<file path="config.mk">
export PLATFORM = sky130hd
export DESIGN_NAME = contador_multicanal
export DESIGN_NICKNAME = d
export VERILOG_FILES = /design/src/rtl/contador_multicanal.sv
export SDC_FILE = /design/constraint.sdc
export NUM_CORES = 1
export LEC_CHECK = 0
export CAP_MARGIN = 10
export CORE_MARGIN = 2
export CORE_UTILIZATION = 52
export CTS_CLUSTER_DIAMETER = 80
export DETAILED_ROUTE_END_ITERATION = 6
export GPL_ROUTABILITY_DRIVEN = 0
export PLACE_DENSITY = 0.81
export SLEW_MARGIN = 5
export SYNTH_ARGS = -nofsm -noshare
export SYNTH_HDL_FRONTEND = slang
export SYNTH_SLANG_ARGS = --single-unit
</file>
<file path="constraint.sdc">
create_clock -name clk -period 1.73 [get_ports clk]
set_clock_uncertainty 0.05 [all_clocks]
set_input_delay 0.2595 -clock clk [delete_from_list [all_inputs] [get_ports clk]]
set_output_delay 0.2595 -clock clk [all_outputs]
set_load 0.01 [all_outputs]
</file>
<file path="src/rtl/contador_multicanal.sv">
// contador_multicanal: per-channel word counter with a req/idx read port.
//
// One CNT_W-bit counter per channel, bumped by its inc strobe every cycle
// regardless of the main FSM state. A read request is honoured only while
// state == IDLE_CODE and idx names an existing channel. The result appears
// one cycle later on data_out, and valid is high for that one cycle.
// rd_clr on an accepted read clears the selected counter without losing a
// same-cycle increment. ovf holds a sticky per-channel overflow flag.
//
// Optional build macro CONTADOR_SATURATE_EN: when defined, counters saturate
// at the maximum value instead of wrapping. ovf is still set.
//
// Ports:
//   clk       in   rising-edge clock
//   reset_L   in   synchronous active-low reset
//   state     in   [3:0] main FSM state
//   inc       in   [NUM_CH-1:0] per-channel increment strobe
//   req       in   read request
//   idx       in   [IDX_W-1:0] channel selected by req
//   rd_clr    in   clear selected counter after reading it
//   data_out  out  [CNT_W-1:0] count from the last accepted request
//   valid     out  data_out is fresh this cycle
//   ovf       out  [NUM_CH-1:0] sticky overflow flags

module contador_multicanal #(
    parameter int unsigned NUM_CH    = 4,
    parameter int unsigned CNT_W     = 5,
    parameter int unsigned IDX_W     = 2,
    parameter logic [3:0]  IDLE_CODE = 4'b0100
) (
    input  logic              clk,
    input  logic              reset_L,
    input  logic [3:0]        state,
    input  logic [NUM_CH-1:0] inc,
    input  logic              req,
    input  logic [IDX_W-1:0]  idx,
    input  logic              rd_clr,
    output logic [CNT_W-1:0]  data_out,
    output logic              valid,
    output logic [NUM_CH-1:0] ovf
);

    localparam logic [CNT_W-1:0] CntMax = '1;

    logic [CNT_W-1:0]  cnt_q [NUM_CH];
    logic [CNT_W-1:0]  cnt_d [NUM_CH];
    logic [NUM_CH-1:0] ovf_q, ovf_d;
    logic [CNT_W-1:0]  data_out_q, data_out_d;
    logic              valid_q, valid_d;

    logic [NUM_CH-1:0] sel;
    logic [NUM_CH-1:0] ovf_evt;
    logic              idx_in_range;
    logic              accept;
    logic [CNT_W-1:0]  rd_val;

    // Decode idx by comparison so an out-of-range idx selects nothing.
    always_comb begin
        sel          = '0;
        idx_in_range = 1'b0;
        rd_val       = '0;
        for (int unsigned i = 0; i < NUM_CH; i++) begin
            if (idx == IDX_W'(i)) begin
                sel[i]       = 1'b1;
                idx_in_range = 1'b1;
                rd_val       = cnt_q[i];
            end
        end
    end

    assign accept = req && (state == IDLE_CODE) && idx_in_range;

    always_comb begin
        ovf_evt = '0;
        for (int unsigned i = 0; i < NUM_CH; i++) begin
            ovf_evt[i] = inc[i] && (cnt_q[i] == CntMax);
        end
    end

    always_comb begin
        cnt_d      = cnt_q;
        ovf_d      = ovf_q;
        data_out_d = data_out_q;
        valid_d    = accept;
        if (accept) begin
            data_out_d = rd_val;
        end
        for (int unsigned i = 0; i < NUM_CH; i++) begin
            if (accept && rd_clr && sel[i]) begin
                // Clear keeps a same-cycle increment; overflow of this cycle still flags.
                cnt_d[i] = CNT_W'(inc[i]);
                ovf_d[i] = ovf_evt[i];
            end else begin
                if (inc[i]) begin
`ifdef CONTADOR_SATURATE_EN
                    if (cnt_q[i] != CntMax) begin
                        cnt_d[i] = cnt_q[i] + CNT_W'(1);
                    end
`else
                    cnt_d[i] = cnt_q[i] + CNT_W'(1);
`endif
                end
                ovf_d[i] = ovf_q[i] | ovf_evt[i];
            end
        end
    end

    always_ff @(posedge clk) begin
        if (!reset_L) begin
            for (int unsigned i = 0; i < NUM_CH; i++) begin
                cnt_q[i] <= '0;
            end
            ovf_q      <= '0;
            data_out_q <= '0;
            valid_q    <= 1'b0;
        end else begin
            cnt_q      <= cnt_d;
            ovf_q      <= ovf_d;
            data_out_q <= data_out_d;
            valid_q    <= valid_d;
        end
    end

    assign data_out = data_out_q;
    assign valid    = valid_q;
    assign ovf      = ovf_q;

endmodule

</file>
==> results of run 1 <==
==> what timing repair did <==
action,4_1_cts,5_1_grt
buffers inserted,0,0
setup endpoints to repair,0,1
hold buffers,0,0
resized for setup,0,1
==> worst min-delay path, delay by kind of cell (launching register included) <==
family          cells  cell delay [ns]
compound gates      2             0.10
flops               1             0.33
==> flip-flops by register name (all words and copies together) (netlist names) <==
name,count
ovf,4
cnt_q,20
valid,1
data_out,5
==> synthesized netlist by cell type <==
cell type and instances:
a21boi_1 5, a22o_1 5, and3_1 5, buf_2 2, buf_6 1, clkbuf_1 6
dfxtp_1 30, ha_1 8, mux2i_1 12, mux4_2 5, nand2_1 13, nand2b_1 4
nand4_1 5, nand4b_1 2, nor2_1 16, nor4b_1 1, o21ai_1 6, o21ai_2 3
o41ai_2 2, o41ai_4 1, or4b_4 1, xor2_1 8
==> per-stage QoR <==
| stage | power (mW) | worst slack (ns) | cell area [um2] |
|---|---|---|---|
| 6_report | 1.63 | 0.0892 | 1870 |
| 4_1_cts | 1.65 | 0.0665 | 1870 |
| 3_3_place_gp | 0.894 | -0.197 | 1760 |
| 2_1_floorplan | 0.836 | 0.238 | 1480 |
| 3_5_place_dp | 0.903 | -0.273 | 1760 |
| 5_1_grt | 1.70 | 0.0222 | 1870 |
==> per-layer routing <==
layer,up-vias,routed length [um],part of all wire
met1,568,1300,0.44
li1,571,-,-
met5,-,0,0
met4,0,58,0.020
met3,5,120,0.041
met2,27,1470,0.50
==> power breakdown <==
part           switching (mW)  total, mW  internal [mW]
Sequential             0.0211      0.729          0.708
Combinational          0.0738      0.160         0.0862
Clock                   0.255      0.745          0.489
Total                   0.350       1.63           1.28
==> cell usage in the layout (no fill, tap or decap) <==
cell | netlist | routed
a21boi_1 | 5 | 5
a22o_1 | 5 | 5
and3_1 | 5 | 5
buf_4 | 0 | 7
bufinv_16 | 0 | 2
clkbuf_4 | 0 | 5
clkbuf_8 | 0 | 1
clkdlybuf4s50_1 | 0 | 23
dfxtp_1 | 30 | 30
ha_1 | 8 | 8
mux2i_1 | 12 | 12
mux4_2 | 5 | 5
nand2_1 | 13 | 13
nand2b_1 | 4 | 4
nand4_1 | 5 | 5
nand4b_1 | 2 | 2
nor2_1 | 16 | 16
nor4b_1 | 1 | 1
o21ai_1 | 6 | 5
o21ai_2 | 3 | 4
o41ai_2 | 2 | 2
o41ai_4 | 1 | 1
or4b_4 | 1 | 1
xor2_1 | 8 | 8
==> cells by family (layout without fill, tap and decap cells) <==
family / Yosys count / count (layout) / share of synthesized area
AOI/OAI and AO/OA: 22 / 22 / 0.133
xor gates and xnor gates: 8 / 8 / 0.0473
muxes: 17 / 17 / 0.157
buffers and inverters: 9 / 38 / 0.0296
DFF: 30 / 30 / 0.405
and+or+nand+nor: 47 / 47 / 0.160
adders and majority gates: 8 / 8 / 0.0676
==> how the worst min path moves through the flow <==
stage | startpoint | end | slack, ns | depth (start not counted)
global route | ovf[0]$_SDFF_PN0_ | ovf[0]$_SDFF_PN0_ | 0.44 | 2
global placement | ovf[0]$_SDFF_PN0_ | ovf[0]$_SDFF_PN0_ | 0.41 | 2
detailed placement | ovf[0]$_SDFF_PN0_ | ovf[0]$_SDFF_PN0_ | 0.40 | 2
floorplan | reset_L | cnt_q[0]$_SDFFE_PN0P_ | 0.36 | 2
CTS | ovf[0]$_SDFF_PN0_ | ovf[0]$_SDFF_PN0_ | 0.42 | 2
finish | ovf[0]$_SDFF_PN0_ | ovf[0]$_SDFF_PN0_ | 0.42 | 2
==> cell type report <==
| type | count | area share |
|---|---|---|
| Clock buffer | 6 | 0.0274 |
| Tap cell | 31 | 0.0207 |
| Sequential cell | 30 | 0.320 |
| Timing Repair Buffer | 30 | 0.151 |
| Clock inverter | 2 | 0.0320 |
| Multi-Input combinational cell | 102 | 0.449 |
==> impl_metrics.yaml, run 1 <==
worst_setup_path:
  cp_max_fo: 9
  r2r-start: "cnt_q[15]$_SDFFE_PN0P_"
  end_kind: "flop"
  rr_endpoint: "cnt_q[19]$_SDFFE_PP0P_"
  worst_path_largest_cell_delay_ns: 0.59
  r2r_cells: 5
  arrival_ns: 1.85
  cp-start-kind: "primary input"
  cp_cell_sequence: "clkdlybuf4s50_1 -> or4b_4 -> buf_4 -> o21ai_2 -> mux2i_1"
  startpoint: "state[1]"
  path_class: "primary input to flop"
  crit_family: "buffers and inverters"
  r2r_slack_ns: 0.35
  path_depth: 5
  cp_num_buf_inv: 2
  critical_path.endpoint: "cnt_q[0]$_SDFFE_PN0P_"
  crit_required_ns: 1.94
  slowest_stage: "or4b_4"
detailed_routing:
  drc_errors: 0
  postRouteAntennaNets: 0
  wl_per_cell_um: 14.7
  post_drt_via_cell_ratio: 5.83
  wl_mm: 2.95
  vias: 1171
  drt_iter0_drc: 32
  dr.pass1.iters: 4
sta:
  fin_crit_sh: 0.948
  setup_viol: 0
  worstMarginPinSlew_ns: 0.330
  max_freq_mhz: 609
  relSlewSlack: 0.777
  whs_ns: 0.416
  hold_viol: 0
  rsz0062_at_grt: "false"
  finalMaxSlewViolations: 0
  finalCriticalPeriod_ns: 1.64
  fin_setup_tns_ns: 0
clock_network:
  cts.path.max_buffers: 2
  cts_made_buffers: 5
  clk_pin_slew_ns: 0.09
  cts_tree: "done"
  cts_root_buffer: "clkbuf_4"
  cts_max_level: 2
  clk_latency_ns: 0.34
  cts.sinks: 30
synthesis:
  seq_area_frac_synth: 0.405
  ys_ff_latch: 30
  yosys_warnings: 0
  yosysTopAreaCell: "dfxtp_1"
  syn_inst: 141
  syn_avg_cell_area_um2: 10.5
  netlist.area_leader.share: 0.405
  syn_nets: 163
  synthTopCellsByArea: "dfxtp_1 (41%), mux2i_1 (8.1%), mux4_2 (7.6%)"
  yosys.cell_types.count: 22
  syn_area_um2: 1480
floorplanning:
  ios: 24
  core_area_um2: 2730
  dieArea_um2: 3290
  initial_core_util: 0.542
  rows: 19
  fp.dieH_um: 57.4
  fp.dieW_um: 57.4
global_route:
  grt_max_degree: 11
  grtUsageMet3: 0.0499
  grtUsageMet1: 0.239
  antenna_found_initial: 0
  overflow: 0
  grt_most_used_layer: "met2"
  track_usage: 0.208
  grt_pass1_wl_mm: 5.17
  grt_pass1_vias: 1208
  grt_util_met2: 0.359
hold_path:
  hp-class: "flop to flop"
finish:
  n_antenna_cell: 0
  nets: 191
  drive_above_1_share: 0.165
  stdcell_count: 201
  finish.utilization: 0.686
  nFillCells: 200
  regArea_um2: 601
  multi_input_area_um2: 841
  area_delta_synth_final_pct: 26.5
place:
  dpl.hpwl_mm: 2.32
  placedCellCount: 193
  port_buffers: 23
flow_run:
  max-cap-violations: 0
power:
  worst_ir_drop_vdd_v: 0.00101
  power.leakage_nw: 0.788
  power_density_nw_per_um2: 872
status:
  status: "finished, final reports clean"
No activity file was read; power rests on OpenSTA's default activity.
==> run 2: changes to the inputs <==
--- a/config.mk
+++ b/config.mk
@@ -16,3 +16,4 @@
 export SYNTH_ARGS = -nofsm -noshare
 export SYNTH_HDL_FRONTEND = slang
 export SYNTH_SLANG_ARGS = --single-unit
+export TNS_END_PERCENT = 50
==> results of run 2 <==
The final DEF is identical to that of run 1; final timing and power are the same.
